File: config.mk
export PLATFORM = sky130hd
export DESIGN_NAME = branch_resolver
export DESIGN_NICKNAME = d
export VERILOG_FILES = /design/src/rtl/xm23_pkg.sv /design/src/rtl/branch_cond_eval.sv /design/src/rtl/branch_resolver.sv
export SDC_FILE = /design/constraint.sdc
export NUM_CORES = 1
export LEC_CHECK = 0
export ABC_AREA = 1
export CAP_MARGIN = 20
export CORE_ASPECT_RATIO = 0.75
export CORE_UTILIZATION = 63
export DETAILED_ROUTE_END_ITERATION = 8
export DONT_BUFFER_PORTS = 1
export HOLD_SLACK_MARGIN = 0.1
export PLACE_DENSITY = 0.75
export SYNTH_ARGS = -nofsm -noshare
export SYNTH_HDL_FRONTEND = slang
export SYNTH_SLANG_ARGS = --single-unit
File: constraint.sdc
create_clock -name clk -period 1.9 [get_ports clk]
set_clock_uncertainty 0.15 [all_clocks]
set_input_delay 0.19 -clock clk [delete_from_list [all_inputs] [get_ports clk]]
set_output_delay 0.19 -clock clk [all_outputs]
set_load 0.05 [all_outputs]
File: src/rtl/xm23_pkg.sv
// Shared definitions for the execute-stage branch resolver.
// Latency: n/a (types and constants only).
// Backpressure: n/a.
package xm23_pkg;

    // PSW flag bit positions
    localparam int PSW_C = 0;
    localparam int PSW_Z = 1;
    localparam int PSW_N = 2;
    localparam int PSW_V = 4;

    // Opcode prefixes (three msbs of the instruction)
    localparam logic [2:0] OP_BL    = 3'b000;
    localparam logic [2:0] OP_BCOND = 3'b001;

    // Branch condition field encodings, instr[12:10]
    typedef enum logic [2:0] {
        COND_EQ = 3'b000,
        COND_NE = 3'b001,
        COND_HS = 3'b010,
        COND_LO = 3'b011,
        COND_MI = 3'b100,
        COND_GE = 3'b101,
        COND_LT = 3'b110,
        COND_AL = 3'b111
    } branch_cond_e;

    // Resolver FSM states
    typedef enum logic [1:0] {
        ST_IDLE     = 2'b00,
        ST_REDIRECT = 2'b01,
        ST_FLUSH    = 2'b10
    } res_state_e;

endpackage

File: src/rtl/branch_cond_eval.sv
// Evaluates a branch condition against a saved PSW; taken=1 when the condition holds.
// Latency: combinational.
// Backpressure: none.
module branch_cond_eval
    import xm23_pkg::*;
(
    input  logic [2:0]  cond,
    input  logic [15:0] psw,
    output logic        taken
);

    logic c_flag;
    logic z_flag;
    logic n_flag;
    logic v_flag;
    logic unused_psw_bits;

    assign c_flag = psw[PSW_C];
    assign z_flag = psw[PSW_Z];
    assign n_flag = psw[PSW_N];
    assign v_flag = psw[PSW_V];

    // Remaining PSW bits carry no condition information.
    assign unused_psw_bits = ^{psw[15:5], psw[3]};

    // Condition decode
    always_comb begin
        taken = 1'b0;
        case (branch_cond_e'(cond))
            COND_EQ: taken = z_flag;
            COND_NE: taken = ~z_flag;
            COND_HS: taken = c_flag;
            COND_LO: taken = ~c_flag;
            COND_MI: taken = n_flag;
            COND_GE: taken = (n_flag == v_flag);
            COND_LT: taken = (n_flag != v_flag);
            COND_AL: taken = 1'b1;
            default: taken = 1'b0;
        endcase
    end

endmodule

File: src/rtl/branch_resolver.sv
// Resolves always-taken predictions in execute: redirects on mispredict, writes LR for BL, counts stats.
// Latency: all outputs registered; redirect_valid/lr_we rise 1 cycle after the branch is in execute.
// Backpressure: redirect held stable in REDIRECT until redirect_ready; execute ignored while busy.
module branch_resolver
    import xm23_pkg::*;
#(
    parameter int FLUSH_DEPTH = 2,
    parameter int CNT_W       = 16
) (
    input  logic             clk,
    input  logic             rst,
    input  logic             ex_valid,
    input  logic             ex_is_bl,
    input  logic             ex_is_bcond,
    input  logic [2:0]       ex_cond,
    input  logic [15:0]      psw_saved,
    input  logic [15:0]      fallthrough_pc,
    input  logic [15:0]      lr_value,
    input  logic             redirect_ready,
    output logic             redirect_valid,
    output logic [15:0]      redirect_pc,
    output logic             flush,
    output logic             lr_we,
    output logic [15:0]      lr_data,
    output logic             busy,
    output logic [CNT_W-1:0] branch_cnt,
    output logic [CNT_W-1:0] mispred_cnt
);

    // FLUSH state lasts FLUSH_DEPTH-1 cycles after the redirect is accepted.
    localparam logic [2:0]       FLUSH_INIT = 3'(FLUSH_DEPTH - 1);
    localparam logic [CNT_W-1:0] CNT_MAX    = '1;

    res_state_e       state_q, state_d;
    logic [2:0]       flush_cnt_q, flush_cnt_d;
    logic             redirect_valid_q, redirect_valid_d;
    logic [15:0]      redirect_pc_q, redirect_pc_d;
    logic             flush_q, flush_d;
    logic             busy_q, busy_d;
    logic             lr_we_q, lr_we_d;
    logic [15:0]      lr_data_q, lr_data_d;
    logic [CNT_W-1:0] branch_cnt_q, branch_cnt_d;
    logic [CNT_W-1:0] mispred_cnt_q, mispred_cnt_d;

    logic cond_taken;
    logic resolve_bl;
    logic resolve_bcond;

    branch_cond_eval u_cond_eval (
        .cond  (ex_cond),
        .psw   (psw_saved),
        .taken (cond_taken)
    );

    // BL takes priority when both decode flags are set.
    assign resolve_bl    = ex_valid & ex_is_bl;
    assign resolve_bcond = ex_valid & ex_is_bcond & ~ex_is_bl;

    // Next-state, statistics and registered-output computation
    always_comb begin
        state_d       = state_q;
        flush_cnt_d   = flush_cnt_q;
        redirect_pc_d = redirect_pc_q;
        lr_we_d       = 1'b0;
        lr_data_d     = lr_data_q;
        branch_cnt_d  = branch_cnt_q;
        mispred_cnt_d = mispred_cnt_q;

        case (state_q)
            ST_IDLE: begin
                if (resolve_bl) begin
                    lr_we_d   = 1'b1;
                    lr_data_d = lr_value;
                    if (branch_cnt_q != CNT_MAX) branch_cnt_d = branch_cnt_q + CNT_W'(1);
                end else if (resolve_bcond) begin
                    if (branch_cnt_q != CNT_MAX) branch_cnt_d = branch_cnt_q + CNT_W'(1);
                    if (!cond_taken) begin
                        redirect_pc_d = fallthrough_pc;
                        state_d       = ST_REDIRECT;
                        if (mispred_cnt_q != CNT_MAX) mispred_cnt_d = mispred_cnt_q + CNT_W'(1);
                    end
                end
            end
            ST_REDIRECT: begin
                if (redirect_ready) begin
                    if (FLUSH_DEPTH > 1) begin
                        state_d     = ST_FLUSH;
                        flush_cnt_d = FLUSH_INIT;
                    end else begin
                        state_d = ST_IDLE;
                    end
                end
            end
            ST_FLUSH: begin
                if (flush_cnt_q <= 3'd1) begin
                    state_d     = ST_IDLE;
                    flush_cnt_d = 3'd0;
                end else begin
                    flush_cnt_d = flush_cnt_q - 3'd1;
                end
            end
            default: begin
                state_d     = ST_IDLE;
                flush_cnt_d = 3'd0;
            end
        endcase

        // Status outputs are decoded from the next state so they register in step with it.
        redirect_valid_d = (state_d == ST_REDIRECT);
        flush_d          = (state_d != ST_IDLE);
        busy_d           = (state_d != ST_IDLE);
    end

    // State and output registers with synchronous reset
    always_ff @(posedge clk) begin
        if (rst) begin
            state_q          <= ST_IDLE;
            flush_cnt_q      <= 3'd0;
            redirect_valid_q <= 1'b0;
            redirect_pc_q    <= 16'h0000;
            flush_q          <= 1'b0;
            busy_q           <= 1'b0;
            lr_we_q          <= 1'b0;
            lr_data_q        <= 16'h0000;
            branch_cnt_q     <= '0;
            mispred_cnt_q    <= '0;
        end else begin
            state_q          <= state_d;
            flush_cnt_q      <= flush_cnt_d;
            redirect_valid_q <= redirect_valid_d;
            redirect_pc_q    <= redirect_pc_d;
            flush_q          <= flush_d;
            busy_q           <= busy_d;
            lr_we_q          <= lr_we_d;
            lr_data_q        <= lr_data_d;
            branch_cnt_q     <= branch_cnt_d;
            mispred_cnt_q    <= mispred_cnt_d;
        end
    end

    assign redirect_valid = redirect_valid_q;
    assign redirect_pc    = redirect_pc_q;
    assign flush          = flush_q;
    assign busy           = busy_q;
    assign lr_we          = lr_we_q;
    assign lr_data        = lr_data_q;
    assign branch_cnt     = branch_cnt_q;
    assign mispred_cnt    = mispred_cnt_q;

endmodule
* After elaboration in Yosys (flattened, before gate mapping)
Index checks and enable logic that the tools add are counted. Widths: inputs -> output; s select.
Word-level totals: flip-flop bits (word level) 72, input bits 57, output and inout port bits 68, word-level logic and storage cells 61
Cells by class: add/subtract/negate cells 3, order comparisons 1, eq/ne operators 15, mux-type cells 14, bitwise operators 9, reduce and logical (&&, ||, !) cells 10
Operators with widths (number):
- $mux 16 | 3
- $add 16x1->16 const B | 2
- $ne 16x16->1 const B | 2
- $eq 3x3->1 const B | 4
- $mux 2 | 5
- $pmux 3 s3 | 1
- $pmux 1 s8 | 1
- $eq 3x2->1 const B | 2
- $mux 3 | 2
- $not 1->1 | 6
- $pmux 2 s3 | 1
- $reduce_and 2->1 | 3
- $reduce_and 5->1 | 1
- $eq 2x1->1 const B | 2
- $reduce_and 4->1 | 1
- $reduce_bool 2->1 | 2
- $and 1x1->1 | 3
- $eq 3x1->1 const B | 1
- $le 3x1->1 const B | 1
- $logic_not 3->1 | 1
- $sub 3x1->3 const B | 1
- $eq 2x2->1 const B | 1
- $logic_not 2->1 | 1
- $ne 2x2->1 const B | 1
- other kinds (4) | 4

* Longest topological paths before layout
depth in word-level cells 7, gate-level depth with buffers 12, mapped depth without buffers 11

* Modules after synthesis
Synthesis repeated with hierarchy kept, for this count alone.
Second synthesis, totals: cell total of the unflattened synthesis 520, area total of the unflattened synthesis 3614.7 µm²
Modules (own cells, without submodules):
- branch_resolver | times used 1, cells an instance 499, area each 3525.9 µm², seq. area each 1441.4 µm²
- branch_cond_eval | times used 1, cells an instance 21, area each 88.8 µm², seq. area each 0.0 µm²

* Worst setup path before layout
OpenSTA, ideal clock, no wires.
path kind register to register, from reg mispred_cnt_q[0] (netlist: mispred_cnt[0]), to reg mispred_cnt_q[7] (netlist: mispred_cnt[7]), arrival time 1.814 ns, path slack -0.203 ns, stages on the path, launching flop included 8, path buffers 1, clock period less this slack 2.103 ns, path through dfxtp_1 > ha_1 > nand2_2 > nor2_4 > nand4_4 > clkbuf_1 > nand4_1 > a21oi_2
Between the ends: longest elaborated chain between the ends 2
RTL lines:
- start, declared | RTL line branch_resolver.sv:43 | logic [CNT_W-1:0] mispred_cnt_q, mispred_cnt_d;
- start signal, assigned | RTL line branch_resolver.sv:137 | mispred_cnt_q <= mispred_cnt_d;
- parallel branches: the longest is 2 deep, another holds $add 16x1->16
Several ways; the timed one is not identified. A chain may end at the register's enable or synchronous reset.

==> reports/qor.csv <==
metric,value,unit
status,completed,
number of port buffers,0,
cell internal pwr,2309,uW
top area cells in the synthesized netlist,"dfxtp_1 39%, nand2_1 12%, nor2_1 6.7%",
die height,68.00,um
most frequent cells in the layout,"112 x nand2_1, 65 x nor2_1, 61 x inv_1, 61 x dfxtp_1, 44 x buf_4",
Achievable Freq,545.7,MHz
DR vias,3746,
total CTS buffers,9,
clock root buffer,clkbuf_8,
drt drc,0,
Synth Warn #,0,
final instance area,4604,sq um
post-synth cell types,32,
syn_nets,587,
final hold vios,0,
Slew HR,63.89,%
Max clock buf depth,2,
DIE AREA,6119,sq um
first-pass GRT wire length,15870,um
"Top FF cell, synth",dfxtp_1,
cell taking the most area after synthesis,dfxtp_1,
Gate power share,10.2,%
"Setup violations, final",0,
fin. max-slew vios,0,
Critical R2R Launch,state_q[1],
PwrDens,721.6,nW/um^2
H-tree Lvls,3,
Post-synth EDFFs,0,
"commonest non-fill, non-tap cell in the layout",nand2_1,
crit path from,rst,
clk slew on worst S/H paths,80,ps
Static Leak,0.001818,uW
grt ovf,0,
largest net degree at the start of global routing,34,
drt pass-1 iters,5,
Period minus WS final,1833,ps
Final Cycle Share,96.45,%
I/O pin cnt,125,
vias per std cell,5.541,
Least-Margin Pin Slew,540.9,ps
Max-Cap Viols,0,
Post-Syn Instances,522,
top cell type's share of synthesized area,39.40,%
post-route antenna net violation count,0,
core area,5468,sq um
sw power,1013,uW
initial antenna violation count,0,
Core Rows,23,
Sw Share,30.50,%
RSZ-0062 raised after global routing,no,
vias in the first global route,3545,
Ant. Diodes,0,
Clk pwr share,37.9,%
Syn Area/Cell,7.009,sq um
CTS Sinks,72,
Yosys reg bits,72,
CP Launch Type,input pin,
synth-to-layout area growth,25.86,%
async set or reset register ratio after synthesis,0,%
GPL Wtd Cong,0.9026,
CP Max Fanout,32,
routed wire length,9658,um
Final nets,661,
"Req. time, crit path",2030,ps
DP Wirelength,6180,um
layout cells sized above 1,16.81,%
Sequential Power Share,51.9,%
routed len/inst,14.29,um
post-synthesis sequential area ratio,39.40,%
Setup CP Type,in -> reg,
worst hold start,ex_cond[2],
Worst Setup End Kind,flop,
Total GRT Usage,32.79,%
Initial Util,66.91,%
final setup TNS,0,ps
Peak VDD IR,0.0005943,V
TritonCTS clock tree,done,
"Clk Latency, worst-skew pair",360,ps
Die X,90.00,um
Placed Area,3983,sq um
Tightest Hold Check Type,in -> reg,
Fill cells,372,
synthesized area,3659,sq um
worst path arrival time,1960,ps
initial drt markers,300,
==> final timing paths <==
check | slack [ps] | depth (start not counted) | to
worst max-delay path | 70 | 6 | redirect_pc[2]
worst max register to register | 90 | 7 | redirect_pc[2]
worst min register to register | 350 | 2 | branch_cnt[9]
worst min-delay path | 100 | 6 | mispred_cnt[12]
==> power groups by stage <==
stage	Sequential [uW]	Combinational [uW]	Clock, uW
6_report	1730	338	1260
5_1_grt	1730	369	1320
4_1_cts	1720	320	1270
3_5_place_dp	1760	242	0
3_3_place_gp	1760	231	0
2_1_floorplan	1780	179	0
==> cells in the mapped netlist, types with 2 or more instances <==
master	instances
nor2_4	2
buf_6	3
xnor2_1	3
xor2_1	12
nand3_2	2
nand3_1	32
o21ai_0	41
dfxtp_1	72
nor3_1	8
nor2_1	65
inv_2	2
buf_1	2
buf_4	2
a21oi_2	10
nand2_1	113
ha_1	8
a21oi_1	40
buf_2	3
nand2_2	6
clkbuf_1	9
nand3b_1	3
nand4_1	13
o21ai_1	2
inv_1	61
==> registers in the layout (all words and copies together), names as in the netlist <==
signal,count
flush_cnt_q,3
busy,1
lr_we,1
branch_cnt,16
redirect_valid,1
lr_data,16
state_q,2
redirect_pc,16
mispred_cnt,16
==> worst max-delay path: stages <==
cell and delay (ps):
dlygate4sd3_1 590, buf_12 200, inv_1 310, buf_4 340, o21ai_0 170, nor2_1 150
==> final cells by class <==
| cell class | instances | area, sq um | area share (%) |
|---|---|---|---|
| Inverter | 63 | 239.0 | 5.190 |
| Tap cell | 75 | 93.84 | 2.038 |
| Timing Repair Buffer | 82 | 720.7 | 15.65 |
| Clock buffer | 9 | 123.9 | 2.690 |
| Multi-Input combinational cell | 368 | 1893 | 41.11 |
| Clock inverter | 7 | 78.83 | 1.712 |
| Sequential cell | 72 | 1455 | 31.60 |
==> per-stage QoR <==
step / hold WS [ps] / power (uW) / utilization [%] / setup WS, ps / instances
after detailed placement: 103.8 / 2001 / 72.84 / 34.03 / 621
final: 96.43 / 3322 / 84.21 / 67.50 / 676
after global routing: 156.5 / 3423 / 84.21 / 0.2069 / 676
after CTS: 103.1 / 3311 / 83.68 / 9.288 / 675
after floorplan: 109.1 / 1956 / - / 4.558 / 522
after global placement: 102.2 / 1988 / 72.84 / 119.6 / 621
==> per-layer routing <==
metal	GRT usage [%]	wire (um)	up-vias	share of wire, %
met5	0	0	-	0
met4	13.71	210	0	2.2
met3	9.000	766	26	7.9
met2	58.27	4576	173	47
met1	38.48	4105	1718	43
li1	-	-	1829	-
==> repair_timing <==
| item | CTS | global route |
|---|---|---|
| endpoints found under the setup margin | 0 | 35 |
| endpoints found under the hold margin | 68 | 0 |
| buffers inserted | 0 | 1 |
| gates resized for setup | 0 | 8 |
| hold buffers | 38 | 0 |
==> cells by family (layout without fill, tap and decap cells) <==
group | after synthesis | count (layout) | synth area share, %
xor gates and xnor gates | 15 | 15 | 3.591
and+or+nand+nor | 249 | 249 | 30.34
adders and majority gates | 8 | 8 | 2.736
DFF | 72 | 72 | 39.40
buffers and inverters | 82 | 161 | 9.336
AOI/OAI and AO/OA | 96 | 96 | 14.60
No activity file was read; power rests on OpenSTA's default activity.
